File: src/rtl/entropy_health_monitor.sv
// entropy_health_monitor: per-channel RCT/APT health tests with fault FSM and queued fault events
module entropy_health_monitor #(
  parameter int CHANNELS        = 4,
  parameter int RCT_CUTOFF      = 8,
  parameter int APT_WINDOW      = 128,
  parameter int APT_LOW         = 32,
  parameter int APT_HIGH        = 96,
  parameter int RECOVER_WINDOWS = 2
) (
  input  logic                clk,
  input  logic                rst,
  input  logic [CHANNELS-1:0] bit_in,
  input  logic [CHANNELS-1:0] bit_valid,
  input  logic                clear_faults,
  output logic [CHANNELS-1:0] ch_healthy,
  output logic                all_healthy,
  output logic                fault_valid,
  input  logic                fault_ready,
  output logic [3:0]          fault_channel,
  output logic [7:0]          fault_code,
  output logic [15:0]         fault_count
);
  localparam int RW = $clog2(RCT_CUTOFF + 1);
  localparam int AW = $clog2(APT_WINDOW + 1);
  typedef enum logic [1:0] {WARMUP, HEALTHY, FAULT, RECOVER} state_t;
  state_t              st_q    [CHANNELS];
  state_t              st_d    [CHANNELS];
  logic [RW-1:0]       run_q   [CHANNELS];
  logic [RW-1:0]       run_d   [CHANNELS];
  logic [AW-1:0]       smp_q   [CHANNELS];
  logic [AW-1:0]       smp_d   [CHANNELS];
  logic [AW-1:0]       ones_q  [CHANNELS];
  logic [AW-1:0]       ones_d  [CHANNELS];
  logic [AW-1:0]       tot     [CHANNELS];
  logic [3:0]          cln_q   [CHANNELS];
  logic [3:0]          cln_d   [CHANNELS];
  logic [7:0]          code    [CHANNELS];
  logic [7:0]          pcode_q [CHANNELS];
  logic [7:0]          pcode_d [CHANNELS];
  logic [CHANNELS-1:0] prev_q, prev_d, rwin_q, rwin_d, pend_q, pend_d, healthy_q;
  logic [CHANNELS-1:0] rct, lo, hi, fail, win_end, clean, evt, take;
  logic                all_q, fv_q, fv_d, free, any;
  logic [3:0]          sel, fch_q, fch_d;
  logic [7:0]          fcode_q, fcode_d;
  logic [15:0]         cnt_q, cnt_d;
  logic [16:0]         sum;
  // run/window tests and per-channel state transitions; the run counter at 0 marks "no bit seen yet"
  always_comb begin
    for (int c = 0; c < CHANNELS; c++) begin
      tot[c]     = ones_q[c] + AW'(bit_in[c]);
      win_end[c] = bit_valid[c] && smp_q[c] == AW'(APT_WINDOW - 1);
      rct[c]     = bit_valid[c] && bit_in[c] == prev_q[c] && run_q[c] == RW'(RCT_CUTOFF - 1);
      lo[c]      = win_end[c] && tot[c] < AW'(APT_LOW);
      hi[c]      = win_end[c] && tot[c] > AW'(APT_HIGH);
      fail[c]    = rct[c] || lo[c] || hi[c];
      clean[c]   = win_end[c] && !fail[c] && !rwin_q[c];
      evt[c]     = fail[c] && st_q[c] != FAULT;
      code[c]    = rct[c] ? 8'h01 : lo[c] ? 8'h02 : 8'h03;
      run_d[c]   = !bit_valid[c] ? run_q[c]
                 : (run_q[c] == '0 || bit_in[c] != prev_q[c]) ? RW'(1)
                 : run_q[c] == RW'(RCT_CUTOFF) ? run_q[c] : run_q[c] + RW'(1);
      prev_d[c]  = bit_valid[c] ? bit_in[c] : prev_q[c];
      smp_d[c]   = !bit_valid[c] ? smp_q[c] : win_end[c] ? '0 : smp_q[c] + AW'(1);
      ones_d[c]  = !bit_valid[c] ? ones_q[c] : win_end[c] ? '0 : tot[c];
      rwin_d[c]  = win_end[c] ? 1'b0 : rwin_q[c] | rct[c];
      st_d[c]    = fail[c] ? FAULT
                 : (st_q[c] == FAULT && clear_faults) ? RECOVER
                 : (clean[c] && (st_q[c] == WARMUP ||
                    (st_q[c] == RECOVER && cln_q[c] == 4'(RECOVER_WINDOWS - 1)))) ? HEALTHY
                 : st_q[c];
      cln_d[c]   = st_q[c] == FAULT ? 4'd0
                 : (st_q[c] == RECOVER && clean[c]) ? cln_q[c] + 4'd1 : cln_q[c];
    end
  end
  // pending slots, lowest-index arbitration into the output stage, saturating event count
  always_comb begin
    free    = !fv_q || fault_ready;
    any     = |pend_q;
    sel     = '0;
    take    = '0;
    fv_d    = free ? any : fv_q;
    fch_d   = fch_q;
    fcode_d = fcode_q;
    sum     = {1'b0, cnt_q};
    for (int c = CHANNELS - 1; c >= 0; c--) sel = pend_q[c] ? 4'(c) : sel;
    for (int c = 0; c < CHANNELS; c++) begin
      take[c]    = free && pend_q[c] && sel == 4'(c);
      fch_d      = take[c] ? 4'(c) : fch_d;
      fcode_d    = take[c] ? pcode_q[c] : fcode_d;
      pend_d[c]  = (pend_q[c] && !take[c]) || (evt[c] && !pend_q[c]);
      pcode_d[c] = (evt[c] && !pend_q[c]) ? code[c] : pcode_q[c];
      sum        = sum + 17'(evt[c]);
    end
    cnt_d = sum[16] ? 16'hFFFF : sum[15:0];
  end
  // all state registers; health flags are registered from next state
  always_ff @(posedge clk) begin
    if (rst) begin
      for (int c = 0; c < CHANNELS; c++) begin
        st_q[c]    <= WARMUP;
        run_q[c]   <= '0;
        smp_q[c]   <= '0;
        ones_q[c]  <= '0;
        cln_q[c]   <= '0;
        pcode_q[c] <= '0;
      end
      prev_q    <= '0;
      rwin_q    <= '0;
      pend_q    <= '0;
      healthy_q <= '0;
      all_q     <= 1'b0;
      fv_q      <= 1'b0;
      fch_q     <= '0;
      fcode_q   <= '0;
      cnt_q     <= '0;
    end else begin
      for (int c = 0; c < CHANNELS; c++) begin
        st_q[c]      <= st_d[c];
        run_q[c]     <= run_d[c];
        smp_q[c]     <= smp_d[c];
        ones_q[c]    <= ones_d[c];
        cln_q[c]     <= cln_d[c];
        pcode_q[c]   <= pcode_d[c];
        healthy_q[c] <= st_d[c] == HEALTHY;
      end
      prev_q  <= prev_d;
      rwin_q  <= rwin_d;
      pend_q  <= pend_d;
      all_q   <= &healthy_q;
      fv_q    <= fv_d;
      fch_q   <= fch_d;
      fcode_q <= fcode_d;
      cnt_q   <= cnt_d;
    end
  end
  assign ch_healthy    = healthy_q;
  assign all_healthy   = all_q;
  assign fault_valid   = fv_q;
  assign fault_channel = fch_q;
  assign fault_code    = fcode_q;
  assign fault_count   = cnt_q;
endmodule

File: config.mk
export PLATFORM = sky130hd
export DESIGN_NAME = entropy_health_monitor
export DESIGN_NICKNAME = d
export VERILOG_FILES = /design/src/rtl/entropy_health_monitor.sv
export SDC_FILE = /design/constraint.sdc
export NUM_CORES = 1
export LEC_CHECK = 0
export BUFFER_PORTS_ARGS = -buffer_cell sky130_fd_sc_hd__clkbuf_2
export CAP_MARGIN = 15
export CORE_MARGIN = 5
export CORE_UTILIZATION = 25
export CTS_CLUSTER_DIAMETER = 60
export DETAILED_ROUTE_END_ITERATION = 6
export HOLD_SLACK_MARGIN = 0.02
export SLEW_MARGIN = 20
export SYNTH_ARGS = -nofsm -noshare
export SYNTH_HDL_FRONTEND = slang
export SYNTH_SLANG_ARGS = --single-unit
export TNS_END_PERCENT = 100
File: constraint.sdc
create_clock -name clk -period 12.7 [get_ports clk]
set_clock_uncertainty 0.2 [all_clocks]
set_input_delay 2.54 -clock clk [delete_from_list [all_inputs] [get_ports clk]]
set_output_delay 2.54 -clock clk [all_outputs]
set_load 0.02 [all_outputs]
==> flow_summary.toml <==
[status]
outcome = "complete, no violations"

[global_route]
grt_pass1_vias = 6260
grt_pass1_wl_um = 30120
grt_antenna_before_repair = 0
overflow = 0
grt_max_degree = 69
grt_use_total = 0.09879

[synthesis]
synth_top_area_frac = 0.3687
syn_inst = 1023
yosys.area.top_type = "dfxtp_1"
synth_area_um2 = 8144
synth_edf_count = 0
async_flop_share = 0
ys_seq_area_frac = 0.3687
synth_ff_type = "dfxtp_1"
yosysWarnings = 0
syn_avg_cell_area_um2 = 7.961
ys_types = 66
yosys-top-cells-area = "dfxtp_1, a21oi_1, nor2_1"
ys_ff_latch = 150

[place]
place_inst = 1449
place_area_um2 = 8663
port_buffers = 37
gp_congestion = 0.7902
place_ws_ns = 5.535
post-dp-hpwl_um = 12490

[clocking]
clk_pin_slew_ns = 0.07
clockBufferDepth = 2
cts_hold_buf = 0
ctsHtreeMaxLevel = 4
post_cts_buffers = 0
insertion_delay_ns = 0.43
post_cts_resized = 0
cts_buffers = 17
cts_tree = "done"
cts_root_buffer = "clkbuf_16"
cts_sinks = 150

[sta]
finalMaxSlewViolations = 0
worst_pin_slew_ns = 0.9753
fmax_mhz = 148.2
min_period_ns = 6.750
fin_crit_sh = 0.5315
finalSetupViolCount = 0
layout_setup_ws_ns = 5.950
maxSlewHeadroom = 0.3438
hold_viol = 0
rsz0062_at_grt = "false"
tns_ns = 0
hold_ws_ns = 0.2527

[routing]
drc = 0
wl_per_cell_um = 12.20
routed_wl_um = 18060
vias = 7112
firstDrtPassIters = 6
postRouteAntennaNets = 0
drtIter0Drc = 456
vias_per_cell = 4.802

[final_layout]
fin_util = 0.2858
final_cells = 1481
nets = 1071
area_growth_syn_to_layout_pct = 13.60
n_antenna_cell = 0
design_area_um2 = 9251
drive_gt1_frac = 0.08277

[floorplanning]
initial_utilization = 0.2516
pin_count = 46
die_h_um = 190.5
dieWidth_um = 190.5
dieArea_um2 = 36290
fp-row-count = 66
core_um2 = 32370

[worst_setup_path]
crit_top_cell = "ha_1"
worstPathArrival_ns = 6.82
regToRegSetupSlack_ns = 7.87
path_class = "in -> reg"
worstSetupStartpointType = "input port"
cpMaxStageDelayCell = "fa_1"
worstPathCellList = "clkbuf_2 -> ha_1 -> ha_1 -> nor2b_1 -> nor3_1 -> a211o_1 -> a22o_1 -> a21oi_1 -> nor2_1 -> ha_1 -> fa_1 -> fa_1 -> nand4_1 -> or3_1 -> a21oi_1"
path_max_fanout = 13
crit_required_ns = 12.77
max_stage_delay_ns = 0.48
crit_path_end_kind = "register"

[worst_hold_path]
hold_path_class = "reg -> reg"

[power]
power_mw = 1.034
leakage_nw = 3.371
power.density_nw_per_um2 = 111.8
ir_drop_v = 0.00009255

[job]
cap_violations = 0
cell usage in the layout, fill, tap and decap left out, drive strengths merged, types with 7 or more instances in the layout:
master,instances
a211o,8
nand2,101
or4,10
a21oi,92
conb,8
xor2,26
nor2b,17
xnor2,18
nor4,9
dfxtp,150
nor2,111
ha,31
nand2b,13
clkbuf,57
a211oi,21
mux2i,13
a31oi,22
or3,7
nor3,31
o21ai,47
nand4b,13
nand3,48
inv,35
and3,19
o211ai,11
nand4,26
critical path, delay by kind of cell:
kind | cells | cell delay [ns]
adders and majority gates | 5 | 1.89
buffers and inverters | 1 | 0.14
AOI/OAI and AO/OA | 4 | 1.19
and+or+nand+nor | 5 | 1.06
cells by family after synthesis:
group                    count (synthesis)  synth area share
AO/OA/AOI/OAI                          251            0.1943
XOR/XNOR                                44           0.04732
adder cells (fa/ha/maj)                 33           0.05254
buffers and inverters                   98           0.04978
flip-flops                             150            0.3687
multiplexers                            13           0.01598
other                                    1         0.0004605
AND/OR/NAND/NOR                        433            0.2709
layer usage:
metal | up-vias | global-route usage | routed length, um
met5 | - | 0 | 0
met4 | 0 | 0.03122 | 262
met3 | 20 | 0.02270 | 687
met2 | 115 | 0.1551 | 8007
met1 | 3287 | 0.1349 | 9105
li1 | 3690 | - | -
synth_stat cells (9+ instances only):
cell type  count
nand2_1      101
nand4_1       24
ha_1          31
nand2b_1      13
nor3_1        29
a211oi_1      21
nor2_1       111
inv_1         33
xor2_1        26
or4_1          9
o21ai_0       47
nor4_1         9
clkbuf_1      47
nand3_1       48
mux2i_1       13
dfxtp_1      150
and3_1        19
o211ai_1      11
nand4b_1      13
nor2b_1       17
xnor2_1       18
a31oi_1       22
a21oi_1       92
cell type report:
cell class | instances | area, um^2
fillers | 3502 | 23120
well taps | 442 | 553.0
clock inverters | 11 | 123.9
clock buffers | 21 | 460.4
repair buffers | 41 | 217.7
flip-flops and latches | 150 | 3003
inverters | 34 | 127.6
multi-input cells | 782 | 4766
power by group:
part | internal, mW | total, mW | switching, mW
logic | 0.0153 | 0.0477 | 0.0324
registers | 0.476 | 0.482 | 0.00609
clock network | 0.300 | 0.505 | 0.204
total | 0.792 | 1.03 | 0.243
path summary, 6_finish.rpt:
check | depth (start not counted) | startpoint | endpoint
worst max register to register | 14 | ones_q[0][0]$_SDFFE_PP0P_ | fault_count[0]$_SDFF_PP0_
worst min-delay path | 2 | ch_healthy[1]$_SDFF_PP0_ | all_healthy$_SDFF_PP0_
worst min register to register | 2 | ch_healthy[1]$_SDFF_PP0_ | all_healthy$_SDFF_PP0_
worst max-delay path | 15 | bit_in[2] | fault_count[0]$_SDFF_PP0_
registers in the layout (all words and copies together), names as in the netlist:
name           cells
ones_q            32
smp_q             32
cln_q             16
fault_count       16
run_q             16
pcode_q            8
st_q               8
ch_healthy         4
pend_q             4
prev_q             4
rwin_q             4
fault_channel      2
fault_code         2
all_healthy        1
fault_valid        1
No activity file was read; power rests on OpenSTA's default activity.
